`config.mk`:
```
export PLATFORM = sky130hd
export DESIGN_NAME = muldiv_unit_flat
export DESIGN_NICKNAME = d
export VERILOG_FILES = /design/src/rtl/muldiv_pkg.sv /design/src/rtl/muldiv_if.sv /design/src/rtl/muldiv_unit_div_radix2.sv /design/src/rtl/muldiv_unit.sv /design/src/flat_wrapper.sv
export SDC_FILE = /design/constraint.sdc
export NUM_CORES = 2
export LEC_CHECK = 0
export ABC_AREA = 1
export BUFFER_PORTS_ARGS = -buffer_cell sky130_fd_sc_hd__buf_4
export CAP_MARGIN = 30
export CORE_ASPECT_RATIO = 1.1
export CORE_MARGIN = 5
export CORE_UTILIZATION = 40
export CTS_CLUSTER_SIZE = 40
export DETAILED_ROUTE_END_ITERATION = 8
export PLACE_DENSITY = 0.62
export SETUP_SLACK_MARGIN = 0.3
export SLEW_MARGIN = 20
export SYNTH_ARGS = -nofsm -noshare
export SYNTH_HDL_FRONTEND = slang
export SYNTH_SLANG_ARGS = --single-unit
```
`constraint.sdc`:
```
create_clock -name clk -period 7.63 [get_ports clk]
set_input_delay 1.1445 -clock clk [delete_from_list [all_inputs] [get_ports clk]]
set_output_delay 1.1445 -clock clk [all_outputs]
set_load 0.03 [all_outputs]
```
`src/rtl/muldiv_pkg.sv`:
```
`timescale 1ns/1ps
// -----------------------------------------------------------------------------
// muldiv_pkg
// Shared types and constants for the MIPS multiply/divide unit.
//   md_op_t     : operation code presented by the execute stage
//   md_state_t  : sequencer state, exported on the debug port of muldiv_unit
//   DIV_ITER    : radix-2 iterations of the divider (one quotient bit each)
//   DIV_CYCLES  : busy cycles of a divide (iterations + one sign-fixup cycle)
//   abs32       : two's-complement magnitude helper for signed divide
// -----------------------------------------------------------------------------
package muldiv_pkg;

  typedef enum logic [2:0] {
    MD_NONE  = 3'd0,
    MD_MULT  = 3'd1,
    MD_MULTU = 3'd2,
    MD_DIV   = 3'd3,
    MD_DIVU  = 3'd4,
    MD_MTHI  = 3'd5,
    MD_MTLO  = 3'd6
  } md_op_t;

  typedef enum logic [1:0] {
    IDLE    = 2'd0,
    MUL_RUN = 2'd1,
    DIV_RUN = 2'd2
  } md_state_t;

  localparam int DIV_ITER   = 32;
  localparam int DIV_CYCLES = DIV_ITER + 1;

  // Magnitude of a two's-complement value. 32'h8000_0000 maps to itself,
  // which read as unsigned is exactly 2^31, the correct magnitude.
  function automatic logic [31:0] abs32(input logic [31:0] v);
    return v[31] ? (~v + 32'd1) : v;
  endfunction

endpackage

```
`src/rtl/muldiv_if.sv`:
```
`timescale 1ns/1ps
// -----------------------------------------------------------------------------
// muldiv_if
// Request/result bundle between the execute stage (master) and the
// multiply/divide unit (slave).
//   req, op, srca, srcb : operation request and operands (master -> slave)
//   flush               : cancels any in-flight operation (master -> slave)
//   busy, done, hi, lo  : status and architectural HI/LO (slave -> master)
//
// Handshake: a request is taken on a rising edge where req=1, busy=0 and
// flush=0. While busy=1 the slave ignores req and the master must hold the
// instruction; it is taken on the first edge after busy falls. done is a
// single-cycle pulse in the first cycle hi/lo show a new mul/div result.
// MTHI/MTLO complete on their accepting edge and never raise busy or done.
// -----------------------------------------------------------------------------
interface muldiv_if;
  import muldiv_pkg::*;

  logic        req;
  md_op_t      op;
  logic [31:0] srca;
  logic [31:0] srcb;
  logic        flush;
  logic        busy;
  logic        done;
  logic [31:0] hi;
  logic [31:0] lo;

  modport master (
    output req, op, srca, srcb, flush,
    input  busy, done, hi, lo
  );

  modport slave (
    input  req, op, srca, srcb, flush,
    output busy, done, hi, lo
  );

endinterface

```
`src/rtl/muldiv_unit_div_radix2.sv`:
```
`timescale 1ns/1ps
// -----------------------------------------------------------------------------
// div_radix2
// Unsigned 32/32 restoring divider, one quotient bit per clock.
//   clk, rst            : clock, synchronous active-high reset
//   start               : load dividend/divisor and begin DIV_ITER iterations
//   dividend, divisor   : unsigned operands, sampled when start=1
//   kill                : abandon the current division (wins over start)
//   quotient, remainder : result, valid in the cycle valid=1
//   valid               : one-cycle pulse after the last iteration
// A zero divisor is not special-cased here; the caller overrides the result.
// -----------------------------------------------------------------------------
module div_radix2
  import muldiv_pkg::*;
(
  input  logic        clk,
  input  logic        rst,
  input  logic        start,
  input  logic [31:0] dividend,
  input  logic [31:0] divisor,
  input  logic        kill,
  output logic [31:0] quotient,
  output logic [31:0] remainder,
  output logic        valid
);

  logic [31:0] quo_q;   // shifts dividend out, quotient bits in
  logic [31:0] rem_q;   // partial remainder
  logic [31:0] dvs_q;   // latched divisor
  logic [5:0]  cnt_q;   // iterations still to run
  logic        valid_q;

  logic [32:0] shifted;
  logic [31:0] diff;
  logic        take;

  // One restoring step: bring down the next dividend bit and subtract the
  // divisor if it fits. When it fits the difference is below the divisor,
  // so 32 bits hold it even though the shifted value needs 33.
  always_comb begin
    shifted = {rem_q, quo_q[31]};
    take    = (shifted >= {1'b0, dvs_q});
    diff    = shifted[31:0] - dvs_q;
  end

  always_ff @(posedge clk) begin
    if (rst || kill) begin
      quo_q   <= '0;
      rem_q   <= '0;
      dvs_q   <= '0;
      cnt_q   <= '0;
      valid_q <= 1'b0;
    end else if (start) begin
      quo_q   <= dividend;
      rem_q   <= '0;
      dvs_q   <= divisor;
      cnt_q   <= 6'(DIV_ITER);
      valid_q <= 1'b0;
    end else begin
      valid_q <= 1'b0;
      if (cnt_q != 6'd0) begin
        quo_q <= {quo_q[30:0], take};
        rem_q <= take ? diff : shifted[31:0];
        cnt_q <= cnt_q - 6'd1;
        if (cnt_q == 6'd1) begin
          valid_q <= 1'b1;
        end
      end
    end
  end

  assign quotient  = quo_q;
  assign remainder = rem_q;
  assign valid     = valid_q;

endmodule

```
`src/rtl/muldiv_unit.sv`:
```
`timescale 1ns/1ps
// -----------------------------------------------------------------------------
// muldiv_unit
// Multi-cycle MIPS multiply/divide unit owning the architectural HI/LO pair.
// Executes MULT/MULTU/DIV/DIVU/MTHI/MTLO and stalls the pipeline via busy
// until a mul/div result is committed.
//   clk         : core clock
//   reset       : synchronous active-high reset (clears HI/LO, cancels work)
//   md          : muldiv_if slave (req/op/srca/srcb/flush in, busy/done/hi/lo out)
//   dbg_state_o : current sequencer state
// Parameter MUL_CYCLES (1..4) sets the multiply latency; divides always take
// DIV_CYCLES. All outputs come straight from registers.
// -----------------------------------------------------------------------------
module muldiv_unit
  import muldiv_pkg::*;
#(
  parameter int MUL_CYCLES = 2
) (
  input  logic      clk,
  input  logic      reset,
  muldiv_if.slave   md,
  output md_state_t dbg_state_o
);

  // Multiply pipeline depth after the combinational product stage.
  localparam int MUL_DEPTH = (MUL_CYCLES > 1) ? MUL_CYCLES - 1 : 1;
  localparam int MUL_TAP   = (MUL_CYCLES > 1) ? MUL_CYCLES - 2 : 0;

  // ---------------------------------------------------------------------------
  // Registered state
  // ---------------------------------------------------------------------------
  md_state_t   state_q;
  logic        busy_q;
  logic        done_q;
  logic [31:0] hi_q;
  logic [31:0] lo_q;
  logic [2:0]  cnt_q;         // current multiply busy cycle, 1-based
  logic [31:0] a_q;           // latched srca (multiplicand / raw dividend)
  logic [31:0] b_q;           // latched srcb (multiplier)
  logic        mul_signed_q;
  logic        q_neg_q;       // signed divide: negate quotient
  logic        r_neg_q;       // signed divide: negate remainder
  logic        dz_q;          // divide by zero

  // ---------------------------------------------------------------------------
  // Request decode
  // ---------------------------------------------------------------------------
  logic        take_req;
  logic        op_is_mul;
  logic        op_is_div;
  logic        op_signed_div;
  logic        div_start;
  logic [31:0] div_dividend;
  logic [31:0] div_divisor;

  always_comb begin
    take_req      = md.req && (state_q == IDLE) && !md.flush;
    op_is_mul     = (md.op == MD_MULT) || (md.op == MD_MULTU);
    op_is_div     = (md.op == MD_DIV)  || (md.op == MD_DIVU);
    op_signed_div = (md.op == MD_DIV);
    div_start     = take_req && op_is_div;
    div_dividend  = op_signed_div ? abs32(md.srca) : md.srca;
    div_divisor   = op_signed_div ? abs32(md.srcb) : md.srcb;
  end

  // ---------------------------------------------------------------------------
  // Multiplier: product of the latched operands, then a register chain.
  // Extending to 64 bits with the sign (or zero) bit and keeping the low 64
  // bits of the product is exactly the signed 33x33 product's low half.
  // ---------------------------------------------------------------------------
  logic [63:0] mul_a_ext;
  logic [63:0] mul_b_ext;
  logic [63:0] mul_prod;
  logic [63:0] mul_pipe_q [MUL_DEPTH];
  logic [63:0] mul_result;

  always_comb begin
    mul_a_ext = {{32{mul_signed_q & a_q[31]}}, a_q};
    mul_b_ext = {{32{mul_signed_q & b_q[31]}}, b_q};
    mul_prod  = mul_a_ext * mul_b_ext;
  end

  // The chain carries no control; the sequencer only reads the tap in the
  // final busy cycle, by which time it holds this operation's product.
  always_ff @(posedge clk) begin
    mul_pipe_q[0] <= mul_prod;
    for (int k = 1; k < MUL_DEPTH; k++) begin
      mul_pipe_q[k] <= mul_pipe_q[k-1];
    end
  end

  assign mul_result = (MUL_CYCLES == 1) ? mul_prod : mul_pipe_q[MUL_TAP];

  // ---------------------------------------------------------------------------
  // Divider: magnitudes go in at acceptance, sign fixup happens on commit.
  // ---------------------------------------------------------------------------
  logic [31:0] div_quo;
  logic [31:0] div_rem;
  logic        div_valid;
  logic [31:0] div_lo;
  logic [31:0] div_hi;

  div_radix2 u_div (
    .clk       (clk),
    .rst       (reset),
    .start     (div_start),
    .dividend  (div_dividend),
    .divisor   (div_divisor),
    .kill      (md.flush),
    .quotient  (div_quo),
    .remainder (div_rem),
    .valid     (div_valid)
  );

  // Zero divisor returns all-ones quotient and the untouched dividend.
  // 8000_0000 / FFFF_FFFF needs no special case: magnitude 2^31 / 1 with no
  // negation yields 8000_0000 and remainder 0.
  always_comb begin
    if (dz_q) begin
      div_lo = 32'hFFFF_FFFF;
      div_hi = a_q;
    end else begin
      div_lo = q_neg_q ? (~div_quo + 32'd1) : div_quo;
      div_hi = r_neg_q ? (~div_rem + 32'd1) : div_rem;
    end
  end

  // ---------------------------------------------------------------------------
  // Sequencer
  // ---------------------------------------------------------------------------
  always_ff @(posedge clk) begin
    if (reset) begin
      state_q      <= IDLE;
      busy_q       <= 1'b0;
      done_q       <= 1'b0;
      hi_q         <= '0;
      lo_q         <= '0;
      cnt_q        <= '0;
      a_q          <= '0;
      b_q          <= '0;
      mul_signed_q <= 1'b0;
      q_neg_q      <= 1'b0;
      r_neg_q      <= 1'b0;
      dz_q         <= 1'b0;
    end else begin
      done_q <= 1'b0;
      if (md.flush) begin
        // Flush beats everything, including a same-cycle request.
        state_q <= IDLE;
        busy_q  <= 1'b0;
      end else begin
        case (state_q)
          IDLE: begin
            if (take_req) begin
              if (op_is_mul) begin
                state_q      <= MUL_RUN;
                busy_q       <= 1'b1;
                cnt_q        <= 3'd1;
                a_q          <= md.srca;
                b_q          <= md.srcb;
                mul_signed_q <= (md.op == MD_MULT);
              end else if (op_is_div) begin
                state_q <= DIV_RUN;
                busy_q  <= 1'b1;
                a_q     <= md.srca;
                b_q     <= md.srcb;
                dz_q    <= (md.srcb == 32'd0);
                q_neg_q <= op_signed_div && (md.srca[31] ^ md.srcb[31]);
                r_neg_q <= op_signed_div && md.srca[31];
              end else if (md.op == MD_MTHI) begin
                hi_q <= md.srca;
              end else if (md.op == MD_MTLO) begin
                lo_q <= md.srca;
              end
            end
          end
          MUL_RUN: begin
            if (cnt_q == 3'(MUL_CYCLES)) begin
              {hi_q, lo_q} <= mul_result;
              state_q      <= IDLE;
              busy_q       <= 1'b0;
              done_q       <= 1'b1;
            end else begin
              cnt_q <= cnt_q + 3'd1;
            end
          end
          DIV_RUN: begin
            // valid arrives in busy cycle DIV_ITER+1; this edge is the fixup.
            if (div_valid) begin
              hi_q    <= div_hi;
              lo_q    <= div_lo;
              state_q <= IDLE;
              busy_q  <= 1'b0;
              done_q  <= 1'b1;
            end
          end
          default: begin
            state_q <= IDLE;
            busy_q  <= 1'b0;
          end
        endcase
      end
    end
  end

  assign md.busy     = busy_q;
  assign md.done     = done_q;
  assign md.hi       = hi_q;
  assign md.lo       = lo_q;
  assign dbg_state_o = state_q;

endmodule

```
`src/flat_wrapper.sv`:
```
// flat-port wrapper written by rule: the top's interface ports become plain ports
module muldiv_unit_flat import muldiv_pkg::*;
#(
  parameter int MUL_CYCLES = 2
)
  (clk, reset, dbg_state_o, md_req, md_op, md_srca, md_srcb, md_flush, md_busy, md_done, md_hi, md_lo);
  muldiv_if md_i ();
  input  logic clk;
  input  logic reset;
  output md_state_t dbg_state_o;
  input wire logic [$bits(md_i.req)-1:0] md_req;
  input wire logic [$bits(md_i.op)-1:0] md_op;
  input wire logic [$bits(md_i.srca)-1:0] md_srca;
  input wire logic [$bits(md_i.srcb)-1:0] md_srcb;
  input wire logic [$bits(md_i.flush)-1:0] md_flush;
  output wire logic [$bits(md_i.busy)-1:0] md_busy;
  output wire logic [$bits(md_i.done)-1:0] md_done;
  output wire logic [$bits(md_i.hi)-1:0] md_hi;
  output wire logic [$bits(md_i.lo)-1:0] md_lo;
  assign md_i.req = md_req;
  assign md_i.op = md_op;
  assign md_i.srca = md_srca;
  assign md_i.srcb = md_srcb;
  assign md_i.flush = md_flush;
  assign md_busy = md_i.busy;
  assign md_done = md_i.done;
  assign md_hi = md_i.hi;
  assign md_lo = md_i.lo;
  muldiv_unit #(.MUL_CYCLES(MUL_CYCLES)) u_core (.clk(clk), .reset(reset), .md(md_i), .dbg_state_o(dbg_state_o));
endmodule
```
==> flow_results.org <==
** Run status
- Run status :: finished clean

** Yosys
- The number of nets handed over by synthesis was 9213.
- By area, the combinational part of the netlist is dominated by adder cells.
- The synthesized netlist devotes 20.07% of its cell area to simple gates.
- The Yosys step of the flow raised 0 warnings.
- Cell Area, Synth :: 57230 sq um
- Of all flip-flops after synthesis, the portion carrying an async set or reset was 0%.
- Mux share of post-synthesis cell area :: 0%
- After synthesis, the mean cell area works out to 7.375 sq um.
- Area fraction in compound gates after synthesis :: 7.805%
- Among all flip-flop cells after synthesis, the most frequent one is dfxtp_1.
- For this run, the register share of the synthesized area comes to 10.70%.
- The synthesized design contains 0 enable-type register cells.
- Cell count after synthesis :: 7760
- In this run, distinct cell masters in the synthesized netlist total 50.
- Of the total synthesized cell area, the portion taken by full adders, half adders and majority gates is 44.98%.
- Number of synthesized register bits :: between 300 and 400
- Of the total synthesized cell area, the portion taken by XOR and XNOR cells is roughly 1.3%.

** Clock network
- In this run the deepest clock path goes through 3 buffers.
- Clock Sink Count :: between 300 and 400
- Root Buffer Master :: clkbuf_16
- Clock-pin slew was measured on the worst setup and hold paths at 0.07 ns.
- Clock tree from TritonCTS :: yes
- Maximum level of the CTS H-tree :: 2
- Clock latency on the worst-skew pair, taken at its later pin, is approximately 0.6 ns.
- Clock buffer count from CTS :: 40

** Drt
- Drc violations :: 0
- Per-cell routed wire length :: about 22 um
- The detail route stage leaves a number of antenna-violating nets equal to 0.
- Via count of the routed design :: 51022
- Total wirelength of the detailed-routed design :: approximately 210 mm
- The detailed router finished its first iteration with 4286 violations.
- After detailed routing, the number of vias per cell comes to between 5 and 6.
- First drt pass iteration count :: 9

** Finish
- Area grow syn2layout :: 12.14%
- At the end of the flow, the number of nets in the layout was 9314.
- Area of the multi-input gates :: 43090 sq um
- Of the cells placed in the final design, the portion with a size suffix greater than 1 is 9.442%.
- The count of cells in the finished layout, fillers not included, comes to between 9000 and 10000.
- Fillers :: 14359
- In the final layout, flip-flops and latches occupy 6181 sq um.

** Floorplan
- Num ports :: between 100 and 150
- From left edge to right edge, the die measures 370.7 um.
- Core Box Area :: ~140000 sq um
- Number of standard-cell rows in the floorplan :: 145
- Measured along the y axis, the die boundary spans 406.7 um.
- The initial utilization of the core area, before any placement, comes to 40.29%.
- Die area :: 150700 sq um

** STA
- Rel. slew slack :: 30.15%
- Setup-violating endpoint count in the final report :: 0
- Setup total negative slack on the finished layout was measured at 0 ns.
- Clock skew on the completed layout was measured at 0.03743 ns.
- The count of pins over their slew limit was 0.
- The worst path needs 7.155 ns of the cycle, external delays included.
- Fin Hold WS :: 0.4613 ns
- Timing-limited maximum frequency :: around 140 MHz
- Slew at the pin with the worst max-slew slack :: 1.048 ns
- The worst path meets setup with 0.4752 ns of slack.
- Setup repair after global routing could not meet its margin everywhere.
- Final cycle utilization of the critical path :: 93.77%
- The hold violation total from the final report is 0.

** Min path
- Hold Crit Class :: reg2reg

** GRT
- The initial antenna violation count was 10.
- Maximum number of pins on one net before global-route repair :: a little under 100
- The via count of the first global-routing pass was about 53000.
- The first global-routing pass estimated 320.6 mm of wire.
- Remaining global-route overflow :: 0
- Global routing used 27.93% of the available tracks.

** Placed design
- Detailed placement ended at an HPWL of between 150 and 200 mm.
- At the placement stage, the worst setup path has a slack of -0.04132 ns.
- Input and output buffers added on the ports amount to between 100 and 150.
- At the end of routability-driven placement, the weighted congestion stood at between 1 and 1.5.
- Post-placement cell count :: 9696

** Power
- After layout, the design draws a total of 8.834 mW.
- IR drop worst, VDD :: 0.3280 mV
- Total power per unit cell area :: approximately 140 nW/um^2
- Leakage :: 34.12 nW

** Worst setup path
- The critical path in this run is classified as reg2reg.
- The worst setup path is launched from a flop.
- Kind of end point of the critical path :: flop
- Worst path required time :: 8.09 ns
- Data arrives at the worst endpoint at ~7.6 ns.
- CP Max Fanout :: 9

** Run
- The tool flagged a number of max-cap violations equal to 0.
## worst paths after layout
path / start / end / slack (ns) / cells past startpoint
setup / recovery: u_core.a_q[7]$_SDFFE_PP0P_ / u_core.mul_pipe_q[0][43]$_DFF_P_ / 0.48 / 23
setup reg to reg: u_core.a_q[7]$_SDFFE_PP0P_ / u_core.mul_pipe_q[0][43]$_DFF_P_ / 0.48 / 23
hold / removal: u_core.u_div.dvs_q[30]$_SDFFE_PP0P_ / u_core.u_div.dvs_q[30]$_SDFFE_PP0P_ / 0.46 / 2
hold reg to reg: u_core.u_div.dvs_q[30]$_SDFFE_PP0P_ / u_core.u_div.dvs_q[30]$_SDFFE_PP0P_ / 0.46 / 2
## worst max-delay path: stages, from the launching register on
cell      delay [ns]
dfxtp_2         0.60
buf_4           0.29
nand2_1         0.11
fa_1            0.54
inv_1           0.05
fa_1            0.55
fa_1            0.45
fa_1            0.48
fa_1            0.56
fa_1            0.44
fa_1            0.49
inv_1           0.05
fa_1            0.54
inv_1           0.06
ha_1            0.29
buf_4           0.14
nand2_1         0.09
o21ai_1         0.28
buf_4           0.17
a21oi_1         0.06
o21bai_1        0.32
a21oi_1         0.07
nand2_1         0.08
xor2_1          0.28
## registers in the layout (all words and copies together) (netlist names), 2 cells and up
register,flops
u_core.md.lo,32
u_core.md.hi,32
u_core.cnt_q,3
u_core.b_q,32
u_core.a_q,32
u_core.u_div.cnt_q,6
u_core.u_div.quotient,32
u_core.u_div.remainder,32
u_core.u_div.dvs_q,32
u_core.mul_pipe_q,64
u_core.dbg_state_o,2
## where the power goes
| group | switching (mW) | internal, mW | leakage, nW |
|---|---|---|---|
| clock network | 0.870 | 1.13 | 0.662 |
| registers | 0.207 | 1.77 | 2.50 |
| logic | 3.36 | 1.49 | 31.0 |
| total | 4.44 | 4.40 | 34.1 |
## routing by layer
layer / share of wire, % / GRT usage (%)
met5: 0.0099 / 0
met4: 5.8 / 13.52
met3: 7.9 / 4.351
met2: 47 / 47.07
met1: 39 / 35.16
## logic make-up after synthesis
logic type,count (synthesis)
AND/OR/NAND/NOR,2863
flip-flops,306
adder cells (fa/ha/maj),1382
buffers and inverters,2284
AO/OA/AOI/OAI,838
XOR/XNOR,87
## stage by stage
step / area [sq um] / util [%]
floorplan: 57230 / -
global placement: 61680 / 43.42
detailed placement: 61700 / 43.43
CTS: 63160 / 44.46
global route: 64170 / 45.17
finish: 64180 / 45.18
## final cells by class
| class | instances | share of cell area, % |
|---|---|---|
| multi-input cells | 5170 | 67.15 |
| inverters | 1894 | 11.12 |
| flip-flops and latches | 306 | 9.631 |
| repair buffers | 449 | 6.286 |
| well taps | 1911 | 3.726 |
| clock buffers | 49 | 1.772 |
| clock inverters | 22 | 0.3022 |
| diodes | 4 | 0.01560 |
## cell usage after synthesis (all sizes together) (45+ instances only)
master | n | area share, %
ha | 256 | 5.6
buf | 49 | 0.45
nor2 | 502 | 3.3
dfxtp | 306 | 11
a21oi | 341 | 3.0
nand2 | 1947 | 13
fa | 1126 | 39
nand3 | 279 | 2.4
nand4 | 45 | 0.49
inv | 1892 | 12
o21ai | 363 | 3.2
clkbuf | 341 | 2.2
xor2 | 58 | 0.89
nor3 | 49 | 0.48
## layout by cell type, fill, tap and decap left out, drive strengths merged, types with 39 or more instances in the layout
| cell | Yosys | routed |
|---|---|---|
| nand2 | 1947 | 1947 |
| inv | 1892 | 1887 |
| fa | 1126 | 1126 |
| nor2 | 502 | 502 |
| buf | 49 | 445 |
| o21ai | 363 | 363 |
| a21oi | 341 | 341 |
| dfxtp | 306 | 306 |
| nand3 | 279 | 279 |
| ha | 256 | 256 |
| xor2 | 58 | 58 |
| clkbuf | 341 | 53 |
| nor3 | 49 | 49 |
| nand4 | 45 | 45 |
| o22ai | 39 | 39 |
## repair_timing
action,in CTS,in global routing
pin swaps,3,34
gates cloned,0,3
hold buffers,0,0
buffers inserted,6,24
setup endpoints to repair,28,41
resized for setup,30,222
(Power assumes the default switching activity.)
